===== src/rtl/carfield_addr_rule_table_pkg.sv =====
// carfield_pkg: rule types, reset contents and config field offsets for the
// runtime-programmable external-AXI address rule table.
package carfield_pkg;

  // Upper bounds the table storage types are sized for.
  localparam int unsigned MaxRules = 16;
  localparam int unsigned RuleIdxW = 4;

  // Config field offsets (low two bits of the config address).
  localparam logic [1:0] CfgFieldStart = 2'd0;
  localparam logic [1:0] CfgFieldEnd   = 2'd1;
  localparam logic [1:0] CfgFieldIdxEn = 2'd2;
  localparam logic [1:0] CfgFieldLock  = 2'd3;

  // Existing external-port region map.
  localparam logic [63:0] L2Port1Base      = 64'h0000_0000_7800_0000;
  localparam logic [63:0] L2Port1End       = 64'h0000_0000_7820_0000;
  localparam logic [63:0] L2Port2Base      = 64'h0000_0000_7820_0000;
  localparam logic [63:0] L2Port2End       = 64'h0000_0000_7840_0000;
  localparam logic [63:0] SafetyIslandBase = 64'h0000_0000_6000_0000;
  localparam logic [63:0] SafetyIslandEnd  = 64'h0000_0000_6080_0000;
  localparam logic [63:0] MailboxBase      = 64'h0000_0000_4000_0000;
  localparam logic [63:0] MailboxEnd       = 64'h0000_0000_4000_1000;
  localparam logic [63:0] IntClusterBase   = 64'h0000_0000_5000_0000;
  localparam logic [63:0] IntClusterEnd    = 64'h0000_0000_5080_0000;

  typedef struct packed {
    logic [63:0]         start_addr;
    logic [63:0]         end_addr;
    logic [RuleIdxW-1:0] idx;
    logic                en;
  } addr_rule_t;

  // Slot 0 is element 0; only the first NumRules entries are used.
  typedef addr_rule_t [MaxRules-1:0] addr_rule_tbl_t;

  function automatic addr_rule_t make_rule(input logic [63:0] s, input logic [63:0] e,
                                           input logic [RuleIdxW-1:0] idx);
    addr_rule_t r;
    r.start_addr = s;
    r.end_addr   = e;
    r.idx        = idx;
    r.en         = 1'b1;
    return r;
  endfunction

  // Slots 0..4 mirror the old fixed map; the remaining slots reset disabled.
  function automatic addr_rule_tbl_t default_rules();
    addr_rule_tbl_t t;
    t    = '0;
    t[0] = make_rule(L2Port1Base, L2Port1End, 4'd0);
    t[1] = make_rule(L2Port2Base, L2Port2End, 4'd1);
    t[2] = make_rule(SafetyIslandBase, SafetyIslandEnd, 4'd2);
    t[3] = make_rule(MailboxBase, MailboxEnd, 4'd3);
    t[4] = make_rule(IntClusterBase, IntClusterEnd, 4'd4);
    return t;
  endfunction

  localparam addr_rule_tbl_t DefaultRules = default_rules();

endpackage


===== src/rtl/carfield_addr_rule_table_rule_match.sv =====
// carfield_rule_match: per-rule range compare plus lowest-index priority encoder.
// The two halves have separate inputs so the hit vector can be registered
// between them.
module carfield_rule_match
  import carfield_pkg::*;
#(
  parameter int unsigned NumRules  = 8,
  parameter int unsigned AddrWidth = 48,
  parameter int unsigned IdxWidth  = 3,
  parameter int unsigned RuleW     = 3
) (
  input  logic [AddrWidth-1:0]                addr_i,
  input  logic [NumRules-1:0][AddrWidth-1:0]  start_i,
  input  logic [NumRules-1:0][AddrWidth-1:0]  end_i,
  input  logic [NumRules-1:0]                 en_i,
  output logic [NumRules-1:0]                 hit_o,
  input  logic [NumRules-1:0]                 enc_hit_i,
  input  logic [NumRules-1:0][IdxWidth-1:0]   enc_idx_i,
  output logic                                enc_miss_o,
  output logic [IdxWidth-1:0]                 enc_idx_o,
  output logic [RuleW-1:0]                    enc_rule_o
);

  // Half-open unsigned range compare; end <= start can never satisfy both terms.
  for (genvar gi = 0; gi < NumRules; gi++) begin : g_hit
    assign hit_o[gi] = en_i[gi] && (addr_i >= start_i[gi]) && (addr_i < end_i[gi]);
  end

  // Scan high to low so the lowest matching slot is the last one written.
  always_comb begin
    enc_miss_o = 1'b1;
    enc_idx_o  = '0;
    enc_rule_o = '0;
    for (int r = NumRules - 1; r >= 0; r--) begin
      if (enc_hit_i[r]) begin
        enc_miss_o = 1'b0;
        enc_idx_o  = enc_idx_i[r];
        enc_rule_o = RuleW'(r);
      end
    end
  end

endmodule


===== src/rtl/carfield_addr_rule_table.sv =====
// carfield_addr_rule_table: programmable, lockable address decode table with a
// two-stage valid/ready lookup pipeline and a combinational-read config port.
module carfield_addr_rule_table
  import carfield_pkg::*;
#(
  parameter int unsigned    NumRules  = 8,
  parameter int unsigned    NumSlv    = 5,
  parameter int unsigned    AddrWidth = 48,
  parameter addr_rule_tbl_t RuleInit  = DefaultRules,
  localparam int unsigned   IdxWidth  = (NumSlv > 1) ? $clog2(NumSlv) : 1,
  localparam int unsigned   RuleW     = (NumRules > 1) ? $clog2(NumRules) : 1,
  localparam int unsigned   CfgAddrW  = $clog2(NumRules) + 2
) (
  input  logic                 clk_i,
  input  logic                 rst_i,
  input  logic                 req_valid_i,
  output logic                 req_ready_o,
  input  logic [AddrWidth-1:0] req_addr_i,
  output logic                 rsp_valid_o,
  input  logic                 rsp_ready_i,
  output logic [IdxWidth-1:0]  rsp_idx_o,
  output logic [RuleW-1:0]     rsp_rule_o,
  output logic                 rsp_miss_o,
  input  logic                 cfg_req_i,
  input  logic                 cfg_we_i,
  input  logic [CfgAddrW-1:0]  cfg_addr_i,
  input  logic [63:0]          cfg_wdata_i,
  output logic [63:0]          cfg_rdata_o,
  output logic                 cfg_err_o,
  output logic                 locked_o
);

  logic [NumRules-1:0][AddrWidth-1:0] start_q, start_d, end_q, end_d;
  logic [NumRules-1:0][IdxWidth-1:0]  idx_q, idx_d;
  logic [NumRules-1:0]                en_q, en_d;
  logic                               locked_q, locked_d, cfg_err_q, cfg_err_d;

  // Stage 1 keeps the hit vector and an idx snapshot so a later table write
  // cannot alter an entry that was already accepted. The address itself is not
  // needed past the compare.
  logic                               s1_valid_q, s1_valid_d;
  logic [NumRules-1:0]                s1_hit_q, s1_hit_d;
  logic [NumRules-1:0][IdxWidth-1:0]  s1_idx_q, s1_idx_d;
  logic                               rsp_valid_q, rsp_valid_d, rsp_miss_q, rsp_miss_d;
  logic [IdxWidth-1:0]                rsp_idx_q, rsp_idx_d;
  logic [RuleW-1:0]                   rsp_rule_q, rsp_rule_d;

  logic [NumRules-1:0] match_hit, slot_sel;
  logic                enc_miss;
  logic [IdxWidth-1:0] enc_idx;
  logic [RuleW-1:0]    enc_rule;
  logic [1:0]          cfg_field;
  logic [CfgAddrW-1:0] cfg_slot;
  logic [IdxWidth-1:0] wr_idx;
  logic                cfg_wr_ok, s2_free, unused_wdata;

  assign cfg_field    = cfg_addr_i[1:0];
  assign cfg_slot     = cfg_addr_i >> 2;
  assign wr_idx       = cfg_wdata_i[IdxWidth-1:0];
  assign unused_wdata = ^cfg_wdata_i;

  // One-hot slot decode; an all-zero vector means the slot is out of range.
  for (genvar gi = 0; gi < NumRules; gi++) begin : g_slot_sel
    assign slot_sel[gi] = (cfg_slot == CfgAddrW'(gi));
  end

  // Classify the config access; any error blocks the write and zeroes the read.
  always_comb begin
    cfg_err_d = cfg_req_i && ((cfg_we_i && locked_q) ||
                              (cfg_field == CfgFieldLock && cfg_slot != '0) ||
                              !(|slot_sel) ||
                              (cfg_we_i && cfg_field == CfgFieldIdxEn && 32'(wr_idx) >= NumSlv));
    cfg_wr_ok = cfg_req_i && cfg_we_i && !cfg_err_d;
  end

  // Next-state of the rule table and the sticky lock bit.
  always_comb begin
    start_d  = start_q;
    end_d    = end_q;
    idx_d    = idx_q;
    en_d     = en_q;
    locked_d = locked_q;
    if (cfg_wr_ok) begin
      for (int r = 0; r < NumRules; r++) begin
        if (slot_sel[r]) begin
          case (cfg_field)
            CfgFieldStart: start_d[r] = cfg_wdata_i[AddrWidth-1:0];
            CfgFieldEnd:   end_d[r]   = cfg_wdata_i[AddrWidth-1:0];
            CfgFieldIdxEn: begin
              idx_d[r] = wr_idx;
              en_d[r]  = cfg_wdata_i[63];
            end
            default: ;
          endcase
        end
      end
      if (cfg_field == CfgFieldLock && cfg_wdata_i[0]) locked_d = 1'b1;
    end
  end

  // Combinational config read of the addressed field, zero-extended.
  always_comb begin
    cfg_rdata_o = '0;
    if (cfg_req_i && !cfg_err_d) begin
      for (int r = 0; r < NumRules; r++) begin
        if (slot_sel[r]) begin
          case (cfg_field)
            CfgFieldStart: cfg_rdata_o[AddrWidth-1:0] = start_q[r];
            CfgFieldEnd:   cfg_rdata_o[AddrWidth-1:0] = end_q[r];
            CfgFieldIdxEn: begin
              cfg_rdata_o[63]           = en_q[r];
              cfg_rdata_o[IdxWidth-1:0] = idx_q[r];
            end
            default: ;
          endcase
        end
      end
      if (cfg_field == CfgFieldLock) cfg_rdata_o[0] = locked_q;
    end
  end

  carfield_rule_match #(
    .NumRules  (NumRules),
    .AddrWidth (AddrWidth),
    .IdxWidth  (IdxWidth),
    .RuleW     (RuleW)
  ) u_match (
    .addr_i     (req_addr_i),
    .start_i    (start_q),
    .end_i      (end_q),
    .en_i       (en_q),
    .hit_o      (match_hit),
    .enc_hit_i  (s1_hit_q),
    .enc_idx_i  (s1_idx_q),
    .enc_miss_o (enc_miss),
    .enc_idx_o  (enc_idx),
    .enc_rule_o (enc_rule)
  );

  assign s2_free     = !rsp_valid_q || rsp_ready_i;
  assign req_ready_o = !s1_valid_q || s2_free;

  // Two one-entry stages, each advancing when its downstream is empty or draining.
  always_comb begin
    s1_valid_d  = s1_valid_q;
    s1_hit_d    = s1_hit_q;
    s1_idx_d    = s1_idx_q;
    rsp_valid_d = rsp_valid_q;
    rsp_miss_d  = rsp_miss_q;
    rsp_idx_d   = rsp_idx_q;
    rsp_rule_d  = rsp_rule_q;
    if (req_ready_o) begin
      s1_valid_d = req_valid_i;
      if (req_valid_i) begin
        s1_hit_d = match_hit;
        s1_idx_d = idx_q;
      end
    end
    if (s2_free) begin
      rsp_valid_d = s1_valid_q;
      if (s1_valid_q) begin
        rsp_miss_d = enc_miss;
        rsp_idx_d  = enc_idx;
        rsp_rule_d = enc_rule;
      end
    end
  end

  // State registers; reset reloads the table, unlocks and empties the pipeline.
  always_ff @(posedge clk_i) begin
    if (rst_i) begin
      for (int r = 0; r < NumRules; r++) begin
        start_q[r] <= RuleInit[r].start_addr[AddrWidth-1:0];
        end_q[r]   <= RuleInit[r].end_addr[AddrWidth-1:0];
        idx_q[r]   <= RuleInit[r].idx[IdxWidth-1:0];
        en_q[r]    <= RuleInit[r].en;
      end
      locked_q    <= 1'b0;
      cfg_err_q   <= 1'b0;
      s1_valid_q  <= 1'b0;
      s1_hit_q    <= '0;
      s1_idx_q    <= '0;
      rsp_valid_q <= 1'b0;
      rsp_miss_q  <= 1'b0;
      rsp_idx_q   <= '0;
      rsp_rule_q  <= '0;
    end else begin
      start_q     <= start_d;
      end_q       <= end_d;
      idx_q       <= idx_d;
      en_q        <= en_d;
      locked_q    <= locked_d;
      cfg_err_q   <= cfg_err_d;
      s1_valid_q  <= s1_valid_d;
      s1_hit_q    <= s1_hit_d;
      s1_idx_q    <= s1_idx_d;
      rsp_valid_q <= rsp_valid_d;
      rsp_miss_q  <= rsp_miss_d;
      rsp_idx_q   <= rsp_idx_d;
      rsp_rule_q  <= rsp_rule_d;
    end
  end

  assign rsp_valid_o = rsp_valid_q;
  assign rsp_miss_o  = rsp_miss_q;
  assign rsp_idx_o   = rsp_idx_q;
  assign rsp_rule_o  = rsp_rule_q;
  assign cfg_err_o   = cfg_err_q;
  assign locked_o    = locked_q;

endmodule

===== config.mk =====
export PLATFORM = sky130hd
export DESIGN_NAME = carfield_addr_rule_table
export DESIGN_NICKNAME = d
export VERILOG_FILES = /design/src/rtl/carfield_addr_rule_table_pkg.sv /design/src/rtl/carfield_addr_rule_table_rule_match.sv /design/src/rtl/carfield_addr_rule_table.sv
export SDC_FILE = /design/constraint.sdc
export NUM_CORES = 2
export LEC_CHECK = 0
export BUFFER_PORTS_ARGS = -buffer_cell sky130_fd_sc_hd__buf_2
export CAP_MARGIN = 25
export CORE_MARGIN = 3
export CORE_UTILIZATION = 30
export DETAILED_ROUTE_END_ITERATION = 7
export GPL_ROUTABILITY_DRIVEN = 0
export SETUP_SLACK_MARGIN = 0.05
export SLEW_MARGIN = 40
export SYNTH_ARGS = -nofsm -noshare
export SYNTH_HDL_FRONTEND = slang
export SYNTH_HIERARCHICAL = 1
export SYNTH_SLANG_ARGS = --single-unit

===== constraint.sdc =====
create_clock -name clk_i -period 2.5 [get_ports clk_i]
set_input_delay 0.375 -clock clk_i [delete_from_list [all_inputs] [get_ports clk_i]]
set_output_delay 0.375 -clock clk_i [all_outputs]
set_load 0.02 [all_outputs]

==> qor_table.md <==
| Result | This run |
|:---|:---|
| Hold Path Origin | cfg_wdata_i[26] |
| Clock latency on the worst-skew pair | 0.75 ns |
| Synth area leaders | sky130_fd_sc_hd__dfxtp_1 (29%), sky130_fd_sc_hd__ha_1 (17%), sky130_fd_sc_hd__nand2_1 (12%) |
| Final hold viol count | 0 |
| Final Max Tran Viols | 0 |
| Run status | finished, violations left |
| Clock network fraction of total power | 45.1% |
| Synth Instances | 7637 |
| Num rows | 159 |
| Placed Instance Area | 67700 um2 |
| Proportion of synthesized chip area in sequential cells | 29.4% |
| Antenna violations before repair | 13 |
| Starting Density | 30.4% |
| Cell-by-cell listing of the critical path | a31o_4 > buf_6 > a21oi_4 > nand3_4 > buf_12 > buf_16 > o32ai_4 > buf_4 > buf_6 |
| Fraction of final layout cells sized beyond drive strength 1 | 22.5% |
| Clock input transition at the sequential cells of the worst setup and hold paths | 0.06 ns |
| Post-detailed-placement half-perimeter wirelength | 187000 um |
| EDFF count, synth | 0 |
| Number of violations reported at the end of detailed-routing iteration 0 | 6633 |
| FF-to-FF path depth | 13 |
| Cell with the largest stage delay on the worst path | sky130_fd_sc_hd__dfxtp_2 |
| Routed wire length | 258000 um |
| Distinct cells, synth | 83 |
| Area of the mapped netlist | 57400 um2 |
| Deepest clock path buffer count | 3 |
| Number of sinks on the clock net | 843 |
| Layout area overhead | 30.8% |
| Worst R2R End | s1_hit_q[0] |
| H-tree lvl count | 3 |
| Category of the critical setup timing path | register to output pin |
| Number of top-level design ports | 198 |
| Horizontal die dimension | 443 um |
| CP most frequent cell | sky130_fd_sc_hd__buf_6 |
| Count of buffers from port buffering | 167 |
| Relative slew slack | 41.5% |
| Die area | 197000 um2 |
| Residual overflow from global routing | 0 |
| Wire length of the first global-routing pass | 374000 um |
| Via-to-Cell Ratio | 5.47 |
| Count of TritonRoute iterations in the first routing pass | 8 |
| Failing checks | setup timing |
| Req. time, crit path | 2.12 ns |
| Residual DRC count | 0 |
| Maximum clock frequency | 341 MHz |
| Number of nets still failing antenna checks after routing | 0 |
| Crit share post-route | 117% |
| Most instantiated flip-flop cell in the synthesis netlist | sky130_fd_sc_hd__dfxtp_1 |
| Worst clock skew | 0.0362 ns |
| Worst EP arrival | 2.56 ns |
| Overall Global Routing Usage | 25.0% |
| Setup slack on the worst flop-to-flop path | -0.33 ns |
| Largest net degree at the start of global routing | 158 |
| Category of the worst setup path capture point | output pin |
| Final WS setup | -0.434 ns |
| Power density cells | 472 nW/um2 |
| # fillers | 19000 |
| Reported net switching power | 10300 uW |
| Leakage power | 0.0284 uW |
| Critical-path maximum fanout | 6 |
| Gate power share | 16.7% |
| CTS buffer count | 102 |
| Worst setup slack after placement | -1.33 ns |
| Chip height | 443 um |
| Synth Area per Inst | 7.51 um2 |
| Finished Layout Cells | 11000 |
| Hold worst-path end | start_q[314] |
| Dpl cells | 10700 |
| Area of the core | 189000 um2 |
| Clk Tree Root Cell | sky130_fd_sc_hd__clkbuf_16 |
| Reg-to-reg startpoint | start_q[16] |
| Count of max-cap constraint violations | 0 |
| Category of the worst setup path launch point | register |
| Area of combinational cells with multiple inputs | 38200 um2 |
| Transition time of the tightest slew-check pin | 0.878 ns |
| Wire length per cell | 23.5 um |
| Post-synth ARST share | 0% |
| Area share of the largest cell type after synthesis | 29.4% |
| Cell count of the worst hold path | 3 |
| Min Tclk post-route | 2.93 ns |
| Top cells by count, synth | sky130_fd_sc_hd__nand2_1 (1790), sky130_fd_sc_hd__a21oi_1 (1158), sky130_fd_sc_hd__dfxtp_1 (843) |
| Share of total power consumed by net switching | 29.0% |
| Cell type contributing the most total cell area after synthesis | sky130_fd_sc_hd__dfxtp_1 |
| Via count of the first global-routing pass | 57900 |
| Net total in the final layout | 9265 |
| Most repeated cell in the gate-level netlist after synthesis | sky130_fd_sc_hd__nand2_1 |
| Total number of vias | 60000 |
| Count of yosys warnings during synthesis | 6 |
| Internal power summed over all cells | 25200 uW |
| Count of state elements after synthesis | 843 |
| Clock tree from TritonCTS | done |
| RSZ-0062 raised after global routing | true |
| Share of total power in sequential cells | 38.3% |
| Area used by sequential logic in the layout | 17000 um2 |
| Peak per-stage delay on the critical path | 0.32 ns |
| Area of all placed cells without fillers | 75100 um2 |
| Maximum resistive drop on vdd | 0.000542 V |
| Worst Hold Class | input port to register |
| Final setup violating endpoints | 54 |
==> worst max path at each step <==
stage | from | to | slack (ns)
after floorplan | cfg_wdata_i[0] | cfg_rdata_o[36] | 0.002
after global placement | req_addr_i[1] | s1_hit_q[6] | -1.71
after detailed placement | req_addr_i[1] | s1_hit_q[6] | -1.33
after CTS | locked_o | cfg_rdata_o[4] | -0.46
after global routing | locked_o | cfg_rdata_o[13] | -0.49
final | locked_o | cfg_rdata_o[13] | -0.43
==> layer usage <==
metal  up-vias  track usage (%)  routed length, um
li1      27500                -                  -
met1     28700             31.8             104000
met2      3019             38.8             112000
met3       748             5.59              25500
met4         6             14.3              16400
met5         -                0                 36
==> worst max-delay path: cells and delay by family, from the launching register on <==
kind	cells	cell delay, ns
AOI/OAI and AO/OA	3	0.56
buffers and inverters	5	0.76
DFF	1	0.32
and+or+nand+nor	1	0.15
==> placed cells by master (no fill, tap or decap), drive strengths merged, types with 142 or more instances in the layout <==
cell type and count:
nand2 1791, a21oi 1159, buf 1145, dfxtp 843, inv 768, ha 760
mux2i 339, o21ai 189, nor2 188, clkbuf 142
==> metrics by stage <==
step / TNS [ns] / total power (uW) / util, % / hold slack [ns]
2_1_floorplan: 0 / 16400 / - / 0.432
3_3_place_gp: -34.30 / 18800 / 35.8 / 0.444
3_5_place_dp: -36.12 / 18900 / 35.8 / 0.447
4_1_cts: -18.33 / 35200 / 38.9 / 0.00196
5_1_grt: -20.11 / 36400 / 39.7 / 0.0371
6_report: -16.32 / 35400 / 39.7 / 0.0410
==> registers in the layout, indices dropped and copies added, names as in the netlist <==
signal and count:
cfg_err_o 1, en_q 8, end_q 384, idx_q 24
locked_o 1, rsp_idx_o 3, rsp_miss_o 1, rsp_rule_o 3
rsp_valid_o 1, s1_hit_q 8, s1_idx_q 24, s1_valid_q 1
start_q 384
==> timing repair <==
action / 4_1_cts / 5_1_grt
endpoints found under the hold margin: 17 / 0
hold buffers: 5 / 0
cloned: 5 / 0
buffers inserted: 17 / 28
resized for setup: 389 / 304
endpoints found under the setup margin: 57 / 57
pin swaps: 113 / 137
==> cell families after synthesis <==
group	share of synthesized area (%)
flip-flops	29.4
multiplexers	7.93
buffers and inverters	9.14
AND/OR/NAND/NOR	17.7
adder cells (fa/ha/maj)	16.6
AO/OA/AOI/OAI	19.3
other	0.00653
==> area by class of cell <==
class,instances,share of cell area (%)
antenna,5,0.0167
clock buffer,141,3.95
clock inverter,47,0.743
inverter,764,3.83
multi-input combinational,5519,50.9
sequential,843,22.7
tap,2495,4.16
timing repair buffer,1152,13.7
==> power by group through the flow <==
| stage | registers [uW] | clock network [uW] | logic, uW |
|---|---|---|---|
| finish | 13600 | 16000 | 5910 |
| global route | 13600 | 16600 | 6230 |
| CTS | 13600 | 16100 | 5480 |
| detailed placement | 13900 | 0 | 5090 |
| global placement | 13900 | 0 | 4990 |
| floorplan | 13800 | 0 | 2540 |
No activity file was read; power rests on OpenSTA's default activity.
